==> src/rtl/id_operand_stage_pkg.sv <==
// Shared decode-stage definitions: stall bus layout, register index width and
// the instruction-capture state encoding.
package id_operand_stage_pkg;

    localparam int   STALL_BUS_W = 6;
    localparam int   STALL_ID    = 1;
    localparam int   STALL_EX    = 2;
    localparam logic Stop        = 1'b1;
    localparam logic NoStop      = 1'b0;

    localparam int   REG_AW      = 5;
    localparam int   PC_W        = 32;
    localparam int   IF_TO_ID_WD = 1 + PC_W;

    typedef enum logic {
        LIVE = 1'b0,
        HELD = 1'b1
    } cap_state_e;

    function automatic logic [REG_AW-1:0] inst_rs(input logic [31:0] inst);
        return inst[25:21];
    endfunction

    function automatic logic [REG_AW-1:0] inst_rt(input logic [31:0] inst);
        return inst[20:16];
    endfunction

endpackage

==> src/rtl/id_operand_stage_fwd_sel.sv <==
// Priority operand mux for one source register: youngest forwarding source
// first, then the writeback bypass, then the register file.
module fwd_sel
    import id_operand_stage_pkg::*;
#(
    parameter int NFWD = 2,
    parameter int XLEN = 32
) (
    input  logic [REG_AW-1:0]      addr,
    input  logic [NFWD-1:0]        fwd_we,
    input  logic [NFWD*REG_AW-1:0] fwd_waddr,
    input  logic [NFWD*XLEN-1:0]   fwd_wdata,
    input  logic [NFWD-1:0]        fwd_is_load,
    input  logic                   wb_we,
    input  logic [REG_AW-1:0]      wb_waddr,
    input  logic [XLEN-1:0]        wb_wdata,
    input  logic [XLEN-1:0]        rf_data,
    output logic [XLEN-1:0]        data,
    output logic                   hit_load
);

    logic [NFWD-1:0] match;

    generate
        for (genvar gi = 0; gi < NFWD; gi++) begin : g_match
            assign match[gi] = fwd_we[gi] && (fwd_waddr[gi*REG_AW +: REG_AW] == addr);
        end
    endgenerate

    // Walk from oldest to youngest so the lowest matching index overrides.
    always_comb begin
        data     = rf_data;
        hit_load = 1'b0;
        if (wb_we && (wb_waddr == addr)) begin
            data = wb_wdata;
        end
        for (int i = NFWD - 1; i >= 0; i--) begin
            if (match[i]) begin
                data     = fwd_wdata[i*XLEN +: XLEN];
                hit_load = fwd_is_load[i];
            end
        end
        if (addr == '0) begin
            data     = '0;
            hit_load = 1'b0;
        end
    end

endmodule

==> src/rtl/id_operand_stage.sv <==
// Decode-stage front end: IF->ID register, stall-safe instruction capture,
// register file with forwarding/bypass resolution and load-use detection.
module id_operand_stage
    import id_operand_stage_pkg::*;
#(
    parameter int XLEN    = 32,
    parameter int NFWD    = 2,
    parameter int STALL_W = STALL_BUS_W,
    parameter int CNT_W   = 16
) (
    input  logic                   clk,
    input  logic                   rst,
    input  logic [STALL_W-1:0]     stall,
    input  logic                   flush,
    input  logic                   if_valid,
    input  logic [31:0]            if_pc,
    input  logic [31:0]            inst_sram_rdata,
    input  logic                   use_rs,
    input  logic                   use_rt,
    input  logic [NFWD-1:0]        fwd_we,
    input  logic [NFWD*REG_AW-1:0] fwd_waddr,
    input  logic [NFWD*XLEN-1:0]   fwd_wdata,
    input  logic [NFWD-1:0]        fwd_is_load,
    input  logic                   wb_we,
    input  logic [REG_AW-1:0]      wb_waddr,
    input  logic [XLEN-1:0]        wb_wdata,
    output logic                   id_valid,
    output logic [31:0]            id_pc,
    output logic [31:0]            id_inst,
    output logic [XLEN-1:0]        rs_data,
    output logic [XLEN-1:0]        rt_data,
    output logic                   stallreq,
    output logic [CNT_W-1:0]       lu_stall_cnt
);

    logic [IF_TO_ID_WD-1:0] if_to_id_reg;
    cap_state_e             state_reg, state_next;
    logic [31:0]            hold_inst_reg, hold_inst_next;
    logic [CNT_W-1:0]       cnt_reg;
    logic [XLEN-1:0]        rf_mem [32];
    logic [XLEN-1:0]        rs_rf, rt_rf;
    logic                   rs_hit_load, rt_hit_load;
    logic [REG_AW-1:0]      rs_addr, rt_addr;
    logic                   id_stop, bubble;
    logic                   unused_stall_bits;

    assign unused_stall_bits = ^{stall[0], stall[STALL_W-1:3]};

    assign id_stop = (stall[STALL_ID] == Stop);
    assign bubble  = id_stop && (stall[STALL_EX] == NoStop);

    always_ff @(posedge clk) begin
        if (rst || flush) begin
            if_to_id_reg <= '0;
        end else if (bubble) begin
            if_to_id_reg[IF_TO_ID_WD-1] <= 1'b0;
        end else if (!id_stop) begin
            if_to_id_reg <= {if_valid, if_pc};
        end
    end

    assign id_valid = if_to_id_reg[IF_TO_ID_WD-1];
    assign id_pc    = if_to_id_reg[PC_W-1:0];

    // The SRAM output only lasts one cycle, so the word is latched on the
    // first stalled cycle and replayed until ID is allowed to advance.
    always_comb begin
        state_next     = state_reg;
        hold_inst_next = hold_inst_reg;
        if (flush || bubble) begin
            state_next = LIVE;
        end else begin
            case (state_reg)
                LIVE: begin
                    if (id_valid && id_stop) begin
                        state_next     = HELD;
                        hold_inst_next = inst_sram_rdata;
                    end
                end
                HELD: begin
                    if (!id_stop) begin
                        state_next = LIVE;
                    end
                end
                default: state_next = LIVE;
            endcase
        end
    end

    always_ff @(posedge clk) begin
        if (rst) begin
            state_reg     <= LIVE;
            hold_inst_reg <= '0;
        end else begin
            state_reg     <= state_next;
            hold_inst_reg <= hold_inst_next;
        end
    end

    assign id_inst = !id_valid         ? 32'h0 :
                     (state_reg == HELD) ? hold_inst_reg : inst_sram_rdata;

    generate
        for (genvar gi = 0; gi < 32; gi++) begin : g_rf
            always_ff @(posedge clk) begin
                if (rst) begin
                    rf_mem[gi] <= '0;
                end else if (wb_we && (wb_waddr == REG_AW'(gi)) && (gi != 0)) begin
                    rf_mem[gi] <= wb_wdata;
                end
            end
        end
    endgenerate

    assign rs_addr = inst_rs(id_inst);
    assign rt_addr = inst_rt(id_inst);
    assign rs_rf   = rf_mem[rs_addr];
    assign rt_rf   = rf_mem[rt_addr];

    fwd_sel #(.NFWD(NFWD), .XLEN(XLEN)) u_fwd_rs (
        .addr(rs_addr), .fwd_we(fwd_we), .fwd_waddr(fwd_waddr), .fwd_wdata(fwd_wdata),
        .fwd_is_load(fwd_is_load), .wb_we(wb_we), .wb_waddr(wb_waddr), .wb_wdata(wb_wdata),
        .rf_data(rs_rf), .data(rs_data), .hit_load(rs_hit_load)
    );

    fwd_sel #(.NFWD(NFWD), .XLEN(XLEN)) u_fwd_rt (
        .addr(rt_addr), .fwd_we(fwd_we), .fwd_waddr(fwd_waddr), .fwd_wdata(fwd_wdata),
        .fwd_is_load(fwd_is_load), .wb_we(wb_we), .wb_waddr(wb_waddr), .wb_wdata(wb_wdata),
        .rf_data(rt_rf), .data(rt_data), .hit_load(rt_hit_load)
    );

    assign stallreq = id_valid && !flush &&
                      ((use_rs && rs_hit_load) || (use_rt && rt_hit_load));

    always_ff @(posedge clk) begin
        if (rst) begin
            cnt_reg <= '0;
        end else if (stallreq && (cnt_reg != {CNT_W{1'b1}})) begin
            cnt_reg <= cnt_reg + 1'b1;
        end
    end

    assign lu_stall_cnt = cnt_reg;

endmodule

==> config.mk <==
export PLATFORM = sky130hd
export DESIGN_NAME = id_operand_stage
export DESIGN_NICKNAME = d
export VERILOG_FILES = /design/src/rtl/id_operand_stage_pkg.sv /design/src/rtl/id_operand_stage_fwd_sel.sv /design/src/rtl/id_operand_stage.sv
export SDC_FILE = /design/constraint.sdc
export NUM_CORES = 2
export LEC_CHECK = 0
export ABC_CLOCK_PERIOD_IN_PS = 5200
export BUFFER_PORTS_ARGS = -buffer_cell sky130_fd_sc_hd__buf_2
export CORE_ASPECT_RATIO = 0.5
export CORE_MARGIN = 5
export CORE_UTILIZATION = 30
export CTS_CLUSTER_DIAMETER = 40
export DETAILED_ROUTE_END_ITERATION = 8
export GPL_TIMING_DRIVEN = 0
export PLACE_DENSITY = 0.43
export SYNTH_ARGS = -nofsm -noshare
export SYNTH_HDL_FRONTEND = slang
export SYNTH_SLANG_ARGS = --single-unit
==> constraint.sdc <==
create_clock -name clk -period 5.2 [get_ports clk]
set_input_delay 0.26 -clock clk [delete_from_list [all_inputs] [get_ports clk]]
set_output_delay 0.26 -clock clk [all_outputs]
set_load 0.05 [all_outputs]
; After elaboration in Yosys (flattened, before gate mapping)
; Memories as Yosys holds them, arrays and structs flattened.
; Index checks and enable logic that the tools add are counted.
; Widths: inputs -> output; s select.
[totals]
input_bits = 192
n_memories = 1
mem_bits_rw = 1024
ff_bits = 82
out_inout_bits = 146
elab_cells = 280
[mem_list]
columns = memory, words, width, rd, rd_clocked_by_memory_dff, write_ports, line
row1 = rf_mem, 32, 32, 2, 0, 32, id_operand_stage.sv:40  ; logic [XLEN-1:0] rf_mem [32];
[op_classes]
n_bitwise = 36
muxes = 145
n_addsub = 1
reduce_logical = 54
n_eq_ne = 38
[ops]
columns = op, count
row1 = $mux 32, 41
row2 = $mux 1, 103
row3 = $eq 5x5->1 const B, 16
row4 = $logic_and 1x1->1, 44
row5 = $eq 5x4->1 const B, 8
row6 = $or 1x1->1, 31
row7 = $eq 5x5->1, 6
row8 = $eq 5x3->1 const B, 4
row9 = $add 16x1->16 const B, 1
row10 = $ne 16x16->1 const B, 1
row11 = $eq 5x2->1 const B, 2
row12 = $logic_not 5->1, 2
row13 = $eq 5x1->1 const B, 1
row14 = $not 1->1, 5
row15 = $reduce_or 2->1, 2
row16 = $logic_or 1x1->1, 3
row17 = $reduce_and 3->1, 1
row18 = $pmux 1 s2, 1
row19 = $reduce_and 2->1, 1
row20 = $logic_not 1->1, 1

; Logic depth before layout (Yosys ltp)
[depth]
depth_word = 11
ltp_mapped = 13
depth_no_buf = 9

; Cells and area by module
; A second synthesis with hierarchy kept.
[hier_totals]
cells_unflattened = 5376
area_unflattened_um2 = 60575.6
[modules_own_cells]
columns = mod, seq_area_each_um2, n_inst, area_per_inst_um2, cells_per_inst
row1 = id_operand_stage, 31430.1, 1, 57755.4, 5012
row2 = fwd_sel, 0.0, 2, 1410.1, 182

; Worst setup path before layout
; OpenSTA, ideal clock, no wires.
[synth_timing]
path_kind = register to output
start = register if_to_id_reg[32]
end = output port rt_data[14]
required_ps = 4940
slack_ps = -82
arrival_ps = 5022
n_path_buf = 3
path_stages_with_launch = 10
path_cell_list = dfxtp_1 > buf_2 > nand2_1 > clkinv_1 > clkbuf_1 > clkbuf_1 > a311oi_1 > o21ai_0 > nand2_1 > a2111oi_0
[synth_via]
elab_chain_cells = 7
elab_cells_between_ends = 13
cone_classes = eq/ne: 3 / mux: 5 / reduce/logical: 4 / memory: 1
[synth_rtl]
columns = item, line
row1 = from (decl), id_operand_stage.sv:36  ; logic [IF_TO_ID_WD-1:0] if_to_id_reg;
row2 = from (signal assigned), id_operand_stage.sv:58  ; if_to_id_reg <= {if_valid, if_pc};
row3 = $mux 32 (*), id_operand_stage.sv:100  ; assign id_inst = !id_valid ? 32'h0 :
row4 = net id_inst[20], id_operand_stage.sv:29  ; output logic [31:0] id_inst,
row5 = "parallel branches: the longest is 5 deep, another holds $mem_v2 32x32", --
row6 = $mux 32 (*), id_operand_stage_fwd_sel.sv:43  ; if (addr == '0) begin
row7 = to (decl), id_operand_stage.sv:31  ; output logic [XLEN-1:0] rt_data,
; Mark *: on every way through the listed nets, which the timed path passes.

; Worst setup path in the final report
[layout_timing]
start = register state_reg
end = output port rt_data[22]
[layout_via]
elab_chain_cells = 8
elab_cells_between_ends = 14
cone_classes = eq/ne: 3 / mux: 6 / reduce/logical: 4 / memory: 1
[layout_rtl]
columns = item, line
row1 = from (decl), id_operand_stage.sv:37  ; cap_state_e state_reg, state_next;
row2 = from (signal assigned), id_operand_stage.sv:95  ; state_reg <= state_next;
row3 = $mux 32 (*), id_operand_stage.sv:101  ; (state_reg == HELD) ? hold_inst_reg : inst_sram_rdata;
row4 = $mux 32 (*), id_operand_stage.sv:100
row5 = "parallel branches: the longest is 5 deep, another holds $mem_v2 32x32", --
row6 = $mux 32 (*), id_operand_stage_fwd_sel.sv:43
; Mark *: on every way between the ends.

==> reports/results.ini <==
[setup_path]
rr_startpoint = state_reg
critPathMaxFanout = 10
r2r_end = lu_stall_cnt[1]
end_kind = primary output
critPathKind = reg -> out
r2r_slack_ps = 1050
worstPathArrival_ps = 5140
r2r_cells = 12
start_kind = flip-flop
required_ps = 4940

[grt]
overflow = 0
grt_pass1_vias = 55000
grt_max_degree = 33
track_usage_pct = 35.2
antenna_found_initial = 98
grt_pass1_wl_mm = 509

[hold_path]
worst_hold_path.endpoint = if_to_id_reg[32]
holdCritPathClass = in -> reg
min_from = if_valid
hold_depth = 3

[synth]
syn_nets = 6809
yosysUniqueCellTypes = 66
synth_fa_ha_area_share_pct = 0.0204
synth_top_area_share_pct = 48.7
synth_top_family_by_area = simple AND/OR/NAND/NOR gates
ys_warn_count = 0
synth-compound-area-share_pct = 11.6
synth_edf_count = 992
synthCells = 6616
ys.flop_type = edfxtp_1
async_flop_share_pct = 0
ys_top_cells_by_count = nand2_1, and2_1, edfxtp_1
synth-simple-area-share_pct = 29.2
yosys.area.top_type = edfxtp_1
synthMuxAreaShare_pct = 3.25
ys_ff_latch = 1074
synth_seq_area_share_pct = 51.3
synth-xor-area-share_pct = 0.300
syn_area_per_cell_um2 = 9.25
synth.most_common_cell = nand2_1
syn-cell-area_um2 = 61200
synth_area_leaders = edfxtp_1, nand2_1, and2_1

[pwr]
vdd_drop_max_v = 0.000211
p_per_area_nw_per_um2 = 314
p_leak_nw = 29.0
fin_total_pwr_mw = 24.1

[floorplanning]
core_area_um2 = 203000
fp-row-count = 117
pin_count = 338
die_area_um2 = 214000
die_x_um = 649
initial_core_util_pct = 30.1
fp.dieH_um = 329

[outcome]
status = finished with violations
violations = capacitance limit, slew limit, setup timing

[place]
placed_cells = 9730
place.gp.congestion = 1.06
pre_cts_ws_ps = -1800
port-buffer-count = 326
dp_hpwl_mm = 300

[routing]
wl_per_cell_um = 38.6
antenna_left = 0
dr.first_iter.drc_count = 11100
post_drt_via_cell_ratio = 5.99
vias = 60800
dr.pass1.iters = 9
wl_mm = 391
drc = 0

[clock_tree]
clk-insertion-delay-late_ps = 830
clockBufferDepth = 4
cts.sinks = 1074
clockRootBuffer = clkbuf_16
tritoncts = done
path_clk_slew_ps = 60
cts_made_buffers = 158
ctsHtreeMaxLevel = 4

[timing]
setup_violations = 32
timing.final.crit_share_pct = 104
tns_ps = -1850
finalHoldViolCount = 0
drv_slew = 11
worstMarginPinSlew_ps = 1530
max_slew_margin_pct = -1.95
rsz0062_at_grt = yes
fmax_mhz = 185
skew_ps = 20.5
worst_slack_ps = -203
period_needed_ps = 5400

[layout]
largest_reg_flops = 992
multi_input_area_um2 = 29600
seqCellArea_um2 = 31400
stdcell_count = 10100
areaGrowthSynthToFinish_pct = 25.4
drive_above_1_share_pct = 17.4
final_net_count = 7455
fill_cells = 20700

[job]
maxCapViolations = 1

==> stage by stage <==
| step | hold slack [ps] | instance area [um^2] | utilization [%] |
|---|---|---|---|
| 2_1_floorplan | 396 | 61200 | - |
| 3_3_place_gp | 446 | 66300 | 32.6 |
| 3_5_place_dp | 449 | 67600 | 33.3 |
| 4_1_cts | 10.4 | 76200 | 37.5 |
| 5_1_grt | 89.1 | 76700 | 37.7 |
| 6_report | 7.27 | 76800 | 37.8 |
==> report_power, final <==
part           switching (mW)  internal (mW)
sequential              0.284           9.89
combinational            2.15          0.737
clock                    4.67           6.40
==> cell families (layout without fill, tap and decap cells) <==
| family | after synthesis | count (layout) |
|---|---|---|
| simple gates | 3716 | 3716 |
| flops | 1074 | 1074 |
| compound gates | 968 | 968 |
| buf+inv | 677 | 1438 |
| mux | 159 | 159 |
| xor+xnor | 21 | 21 |
| fa+ha+maj | 1 | 1 |
| other cells | 0 | 32 |
==> critical path: stages (launching register included) <==
cell and delay, ps:
dfxtp_2 410, mux2_4 240, buf_4 280, clkbuf_1 900, and3_1 270, a211oi_1 50
a311oi_1 560, a311oi_1 100, o21ai_1 530, nand2_2 230, a2111oi_4 490, buf_6 220
==> final cells by class <==
class	instances	share of cell area, %
Sequential cell	1074	40.9
Multi-Input combinational cell	4865	38.6
Clock buffer	179	5.31
Timing Repair Buffer	489	4.76
Tap cell	2737	4.46
Buffer	655	4.35
Clock inverter	96	1.33
Inverter	19	0.111
Antenna cell	32	0.104
==> cells in the final DEF, fill, tap and decap left out, drive strengths merged, types with 101 or more instances in the layout <==
cell,count
nor2,131
a31oi,257
clkbuf,705
edfxtp,992
nand3,259
mux2i,114
a311oi,232
and3,318
dlygate4sd3,101
and2,996
buf,513
nand2,1905
==> per-layer routing <==
metal,wire length (um),GRT usage [%]
met1,164000,49.4
met3,62200,16.4
met5,311,0
met4,14000,10.9
met2,150000,47.4
==> how the worst max path moves through the flow <==
stage | endpoint | slack, ps | from
floorplan | rt_data[30] | 70 | if_to_id_reg[32]
global placement | rt_data[12] | -1830 | state_reg
detailed placement | rt_data[12] | -1800 | state_reg
CTS | rt_data[15] | -6 | state_reg
global route | rs_data[25] | -30 | if_to_id_reg[32]
finish | rt_data[22] | -200 | state_reg
==> what timing repair did <==
action                                  CTS  global route
pin swaps                                 7            13
endpoints found under the setup margin   82            63
hold buffers                            101             0
gates resized for setup                 658           146
buffers inserted                          6             4
endpoints found under the hold margin    96             0
No activity file was read; power rests on OpenSTA's default activity.
